$ cat src/rtl/mem_bus_arbiter_pkg.sv
// Shared types and constants for the memory bus arbiter.
// Round-robin selection is compiled in with MEM_ARB_RR_EN; fixed priority otherwise.
package mem_bus_arbiter_pkg;

    typedef enum logic [2:0] {
        IDLE,
        ADDR,
        RDATA,
        WDATA,
        WRESP
    } mem_arb_state_t;

    localparam int MEM_ARB_REQ_NUM = 3;

    localparam int ARB_UNCACHED = 0;
    localparam int ARB_DCACHE   = 1;
    localparam int ARB_ICACHE   = 2;

    function automatic int wrap_inc(input int idx, input int n);
        return (idx + 1 >= n) ? 0 : idx + 1;
    endfunction

endpackage

$ cat src/rtl/mem_bus_arbiter_arb_select.sv
// Winner selection: lowest index wins, or a rotating search from the pointer
// when MEM_ARB_RR_EN is defined.
module arb_select
    import mem_bus_arbiter_pkg::*;
#(
    parameter int N_REQ = MEM_ARB_REQ_NUM,
    parameter int IDX_W = 2
) (
    input  logic             clk,
    input  logic             rst,
    input  logic [N_REQ-1:0] req,
    input  logic             upd_en,
    input  logic [IDX_W-1:0] upd_idx,
    output logic [N_REQ-1:0] win_oh,
    output logic [IDX_W-1:0] win_idx
);

`ifdef MEM_ARB_RR_EN
    logic [IDX_W-1:0] ptr_q, ptr_d;
    logic             found;
    int               k;

    // Pointer holds the index just after the last completed owner.
    always_comb begin
        ptr_d = ptr_q;
        if (upd_en) ptr_d = IDX_W'(wrap_inc(int'(upd_idx), N_REQ));
    end

    always_ff @(posedge clk or negedge rst) begin
        if (!rst) ptr_q <= '0;
        else      ptr_q <= ptr_d;
    end

    always_comb begin
        win_oh  = '0;
        win_idx = '0;
        found   = 1'b0;
        k       = 0;
        for (int i = 0; i < N_REQ; i++) begin
            k = (int'(ptr_q) + i) % N_REQ;
            if (!found && req[IDX_W'(k)]) begin
                found                = 1'b1;
                win_oh[IDX_W'(k)]    = 1'b1;
                win_idx              = IDX_W'(k);
            end
        end
    end
`else
    logic unused_ok;
    assign unused_ok = ^{clk, rst, upd_en, upd_idx};

    // Scan downward so the lowest requesting index is the last one written.
    always_comb begin
        win_oh  = '0;
        win_idx = '0;
        for (int i = N_REQ - 1; i >= 0; i--) begin
            if (req[i]) begin
                win_oh  = '0;
                win_oh[i] = 1'b1;
                win_idx = IDX_W'(i);
            end
        end
    end
`endif

endmodule

$ cat src/rtl/mem_bus_arbiter.sv
// Shares one burst memory port among N_REQ masters, one transaction at a time.
// Define MEM_ARB_RR_EN for round-robin arbitration instead of fixed priority.
module mem_bus_arbiter
    import mem_bus_arbiter_pkg::*;
#(
    parameter int N_REQ      = MEM_ARB_REQ_NUM,
    parameter int ADDR_WIDTH = 32,
    parameter int DATA_WIDTH = 32,
    parameter int LEN_WIDTH  = 4
) (
    input  logic                                 clk,
    input  logic                                 rst,
    input  logic [N_REQ-1:0]                     s_req,
    input  logic [N_REQ-1:0]                     s_we,
    input  logic [N_REQ-1:0][ADDR_WIDTH-1:0]     s_addr,
    input  logic [N_REQ-1:0][LEN_WIDTH-1:0]      s_len,
    input  logic [N_REQ-1:0][DATA_WIDTH-1:0]     s_wdata,
    input  logic [N_REQ-1:0]                     s_wvalid,
    output logic [N_REQ-1:0]                     s_wready,
    output logic [N_REQ-1:0]                     s_gnt,
    output logic [N_REQ-1:0]                     s_rvalid,
    output logic [DATA_WIDTH-1:0]                s_rdata,
    output logic                                 s_rlast,
    output logic [N_REQ-1:0]                     s_done,
    output logic                                 m_req,
    output logic                                 m_we,
    output logic [ADDR_WIDTH-1:0]                m_addr,
    output logic [LEN_WIDTH-1:0]                 m_len,
    input  logic                                 m_ack,
    output logic [DATA_WIDTH-1:0]                m_wdata,
    output logic                                 m_wvalid,
    output logic                                 m_wlast,
    input  logic                                 m_wready,
    input  logic                                 m_rvalid,
    input  logic                                 m_rlast,
    input  logic [DATA_WIDTH-1:0]                m_rdata,
    input  logic                                 m_bvalid
);

    localparam int IDX_W = (N_REQ > 1) ? $clog2(N_REQ) : 1;

    mem_arb_state_t          state_q, state_d;
    logic [IDX_W-1:0]        owner_q, owner_d;
    logic                    we_q, we_d;
    logic [ADDR_WIDTH-1:0]   addr_q, addr_d;
    logic [LEN_WIDTH-1:0]    len_q, len_d;
    logic [LEN_WIDTH-1:0]    cnt_q, cnt_d;
    logic [N_REQ-1:0]        gnt_q, gnt_d;
    logic [N_REQ-1:0]        done_q, done_d;

    logic [N_REQ-1:0]        win_oh;
    logic [IDX_W-1:0]        win_idx;

    arb_select #(
        .N_REQ (N_REQ),
        .IDX_W (IDX_W)
    ) u_arb_select (
        .clk     (clk),
        .rst     (rst),
        .req     (s_req),
        .upd_en  (|done_d),
        .upd_idx (owner_q),
        .win_oh  (win_oh),
        .win_idx (win_idx)
    );

    always_comb begin
        state_d = state_q;
        owner_d = owner_q;
        we_d    = we_q;
        addr_d  = addr_q;
        len_d   = len_q;
        cnt_d   = cnt_q;
        gnt_d   = '0;
        done_d  = '0;
        case (state_q)
            IDLE: begin
                if (|win_oh) begin
                    owner_d = win_idx;
                    we_d    = s_we[win_idx];
                    addr_d  = s_addr[win_idx];
                    len_d   = s_len[win_idx];
                    state_d = ADDR;
                end
            end
            ADDR: begin
                if (m_ack) begin
                    gnt_d[owner_q] = 1'b1;
                    cnt_d          = '0;
                    state_d        = we_q ? WDATA : RDATA;
                end
            end
            RDATA: begin
                // An early rlast still ends the burst; the slave owns the length.
                if (m_rvalid && m_rlast) begin
                    done_d[owner_q] = 1'b1;
                    state_d         = IDLE;
                end
            end
            WDATA: begin
                if (m_wvalid && m_wready) begin
                    if (cnt_q == len_q) state_d = WRESP;
                    else                cnt_d   = cnt_q + LEN_WIDTH'(1);
                end
            end
            WRESP: begin
                if (m_bvalid) begin
                    done_d[owner_q] = 1'b1;
                    state_d         = IDLE;
                end
            end
            default: state_d = IDLE;
        endcase
    end

    always_ff @(posedge clk or negedge rst) begin
        if (!rst) begin
            state_q <= IDLE;
            owner_q <= '0;
            we_q    <= 1'b0;
            addr_q  <= '0;
            len_q   <= '0;
            cnt_q   <= '0;
            gnt_q   <= '0;
            done_q  <= '0;
        end else begin
            state_q <= state_d;
            owner_q <= owner_d;
            we_q    <= we_d;
            addr_q  <= addr_d;
            len_q   <= len_d;
            cnt_q   <= cnt_d;
            gnt_q   <= gnt_d;
            done_q  <= done_d;
        end
    end

    assign m_req  = (state_q == ADDR);
    assign m_we   = we_q;
    assign m_addr = addr_q;
    assign m_len  = len_q;
    assign s_gnt  = gnt_q;
    assign s_done = done_q;

    // Beat routing only for the current owner; everyone else sees zeros.
    always_comb begin
        s_rvalid = '0;
        s_rdata  = '0;
        s_rlast  = 1'b0;
        s_wready = '0;
        m_wdata  = '0;
        m_wvalid = 1'b0;
        m_wlast  = 1'b0;
        if (state_q == RDATA) begin
            s_rvalid[owner_q] = m_rvalid;
            s_rdata           = m_rdata;
            s_rlast           = m_rlast;
        end
        if (state_q == WDATA) begin
            m_wdata           = s_wdata[owner_q];
            m_wvalid          = s_wvalid[owner_q];
            m_wlast           = (cnt_q == len_q);
            s_wready[owner_q] = m_wready;
        end
    end

endmodule

$ cat config.mk
export PLATFORM = sky130hd
export DESIGN_NAME = mem_bus_arbiter
export DESIGN_NICKNAME = d
export VERILOG_FILES = /design/src/rtl/mem_bus_arbiter_pkg.sv /design/src/rtl/mem_bus_arbiter_arb_select.sv /design/src/rtl/mem_bus_arbiter.sv
export SDC_FILE = /design/constraint.sdc
export NUM_CORES = 1
export LEC_CHECK = 0
export CAP_MARGIN = 20
export CORE_AREA = 8 8 136 138
export CTS_CLUSTER_DIAMETER = 50
export CTS_CLUSTER_SIZE = 14
export DETAILED_ROUTE_END_ITERATION = 10
export DIE_AREA = 0 0 144 146
export DONT_BUFFER_PORTS = 1
export SYNTH_ARGS = -nofsm -noshare
export SYNTH_HDL_FRONTEND = slang
export SYNTH_HIERARCHICAL = 1
export SYNTH_SLANG_ARGS = --single-unit
export TNS_END_PERCENT = 5
$ cat constraint.sdc
create_clock -name clk -period 1.85 [get_ports clk]
set_clock_uncertainty 0.15 [all_clocks]
set_input_delay 0.37 -clock clk [delete_from_list [all_inputs] [get_ports clk]]
set_output_delay 0.37 -clock clk [all_outputs]
set_load 0.05 [all_outputs]
==> qor.yml <==
outcome:
  status: "complete, but fails checks"
  violations: "setup timing"
die:
  core_area_um2: 16300
  die-area_um2: 21000
  rows: 47
  io_pins: 369
  die_y_um: 146
  die_x_um: 144
  start_util_pct: 24.8
clock_network:
  clk_pin_slew_ns: 0.07
  cts.sinks: 52
  clock_path_buffers: 2
  cts_tree: "built"
  numCtsBuffers: 5
  clkLatencyLatePin_ns: 0.29
  ctsHtreeMaxLevel: 2
  root_buffer: "clkbuf_16"
routing:
  wl_mm: 19.3
  drtPass1Iterations: 4
  first_iter_violations: 114
  vias: 4205
  ant_nets: 0
  viasPerCell: 4.97
  wl_per_cell_um: 22.9
  drc_errors: 0
logic_synthesis:
  syn_avg_cell_area_um2: 7.67
  syn_area_um2: 4040
  yosys_warnings: 6
  synth_fp_nets: 780
  postSynthCellCount: 527
global_route:
  grt_pass1_vias: 4516
  antenna_found_initial: 2
  grt_use_total_pct: 16.9
  grt_pass1_wl_mm: 27.2
  grt_overflow: 0
  grt_max_degree: 53
timing:
  final_max_slew_viol_count: 0
  tightest_slew_ns: 0.583
  timing.final.crit_period_ns: 2.28
  final-setup-viol-count: 76
  setup_slack_ns: -0.432
  max-slew-margin-rel_pct: 61.1
  hold_viol: 0
  fin_setup_tns_ns: -21.57
  rsz0062_at_grt: "yes"
  period_share_pct: 123
  fmax_mhz: 438
hold_path:
  hold_class: "input pin to flop"
  holdPathStages: 2
worst_setup_path:
  cpPeakStageDelay_ns: 0.44
  critPathRequiredTime_ns: 1.33
  crit_path_max_fanout: 6
  worstPathCellList: "buf_12, buf_8, buf_4, mux2i_1, nor2_1, a21oi_2, nor2_4, buf_12"
  reg2reg_depth: 7
  criticalPathCategory: "flop to primary output"
  arrival_ns: 1.76
  slowest_stage: "dfrtp_2"
  path_common_cell: "buf_12"
  worstSetupStartpointType: "flop"
  endpoint_kind: "primary output"
pwr:
  p_per_area_nw_per_um2: 1540
  ir_drop_v: 0.000700
  p_leak_nw: 2.76
finish:
  area_growth_pct: 71.6
  fin_nets: 877
  design_area_um2: 6940
  drive_above_1_share_pct: 42.1
flow_run:
  cap_violations: 0
place:
  gp_congestion: 0.835
  place_area_um2: 6150
  dp.final_hpwl_mm: 15.4
  io_buffers: 0
worst paths after layout:
| check | startpoint | to | slack, ns |
|---|---|---|---|
| min | s_addr[49] | m_addr[17] | 0.12 |
| max | owner_q[1] | m_wdata[3] | -0.43 |
| min in group asynchronous | rst | m_addr[27] | 0.44 |
| max reg2reg | owner_q[1] | cnt_q[3] | -0.05 |
| max in group asynchronous | rst | owner_q[1] | 0.86 |
| min reg2reg | cnt_q[3] | cnt_q[3] | 0.48 |
placed cells by master (no fill, tap or decap), types with 3 or more instances in the layout:
master      n
a21oi_1    52
a21oi_2    20
and2_1      3
and2_4     33
buf_12     80
buf_16      4
buf_4      32
buf_6      13
buf_8       5
clkbuf_16   6
dfrtp_1    51
mux2i_1    66
mux2i_4     3
nand2_1    45
nand2b_1    4
nor2_1     75
nor2_2     20
nor2_4     22
nor3_1      4
o21ai_0    36
o21ai_1     3
xnor2_1     3
state kept, by name, indices dropped and copies added (netlist names):
signal and flops:
cnt_q 4, m_addr 32, m_len 4, m_we 1, owner_q 2, s_done 3
s_gnt 3, state_q 3
power breakdown:
part	switching (W)	total (W)	internal [W]
clock	0.000417	0.000957	0.000540
combinational	0.00357	0.00653	0.00296
sequential	0.00164	0.00321	0.00157
total	0.00563	0.0107	0.00507
per-stage QoR:
stage / total power [W] / util, % / hold WS (ns) / instances / worst slack, ns
5_1_grt: 0.0113 / 42.6 / 0.123 / 846 / -0.499
3_3_place_gp: 0.00863 / 37.6 / -0.0735 / 813 / -0.348
3_5_place_dp: 0.00871 / 37.7 / -0.0735 / 814 / -0.152
6_report: 0.0107 / 42.6 / 0.116 / 846 / -0.432
2_1_floorplan: 0.00660 / - / -0.0756 / 527 / -0.210
4_1_cts: 0.0106 / 41.8 / 0.106 / 843 / -0.402
cell type report:
type | instances | area [um2]
Fill cell | 1553 | 9350
Tap cell | 220 | 275
Timing Repair Buffer | 136 | 2210
Clock inverter | 1 | 7.51
Antenna cell | 1 | 2.50
Sequential cell | 52 | 1300
Clock buffer | 7 | 143
Multi-Input combinational cell | 429 | 3000
routing by layer:
| metal | track usage (%) | wire [um] | up-vias |
|---|---|---|---|
| met5 | 0 | 17 | - |
| met4 | 6.84 | 663 | 2 |
| met3 | 6.40 | 2000 | 34 |
| met2 | 31.3 | 10200 | 245 |
| met1 | 16.2 | 6490 | 1943 |
| li1 | - | - | 1981 |
critical path: cells and delay by family (launching register included):
family          cells  cell delay [ns]
compound gates      1             0.17
flops               1             0.44
buf+inv             4             0.55
simple gates        2             0.12
mux                 1             0.17
timing repair:
item,4_1_cts,5_1_grt
setup buffers,17,1
hold buffers,2,0
resized for setup,85,22
gates cloned,2,1
hold endpoints to repair,52,0
setup endpoints to repair,78,115
pin swaps,43,8
Note: power is estimated with default switching activity, not from simulation.
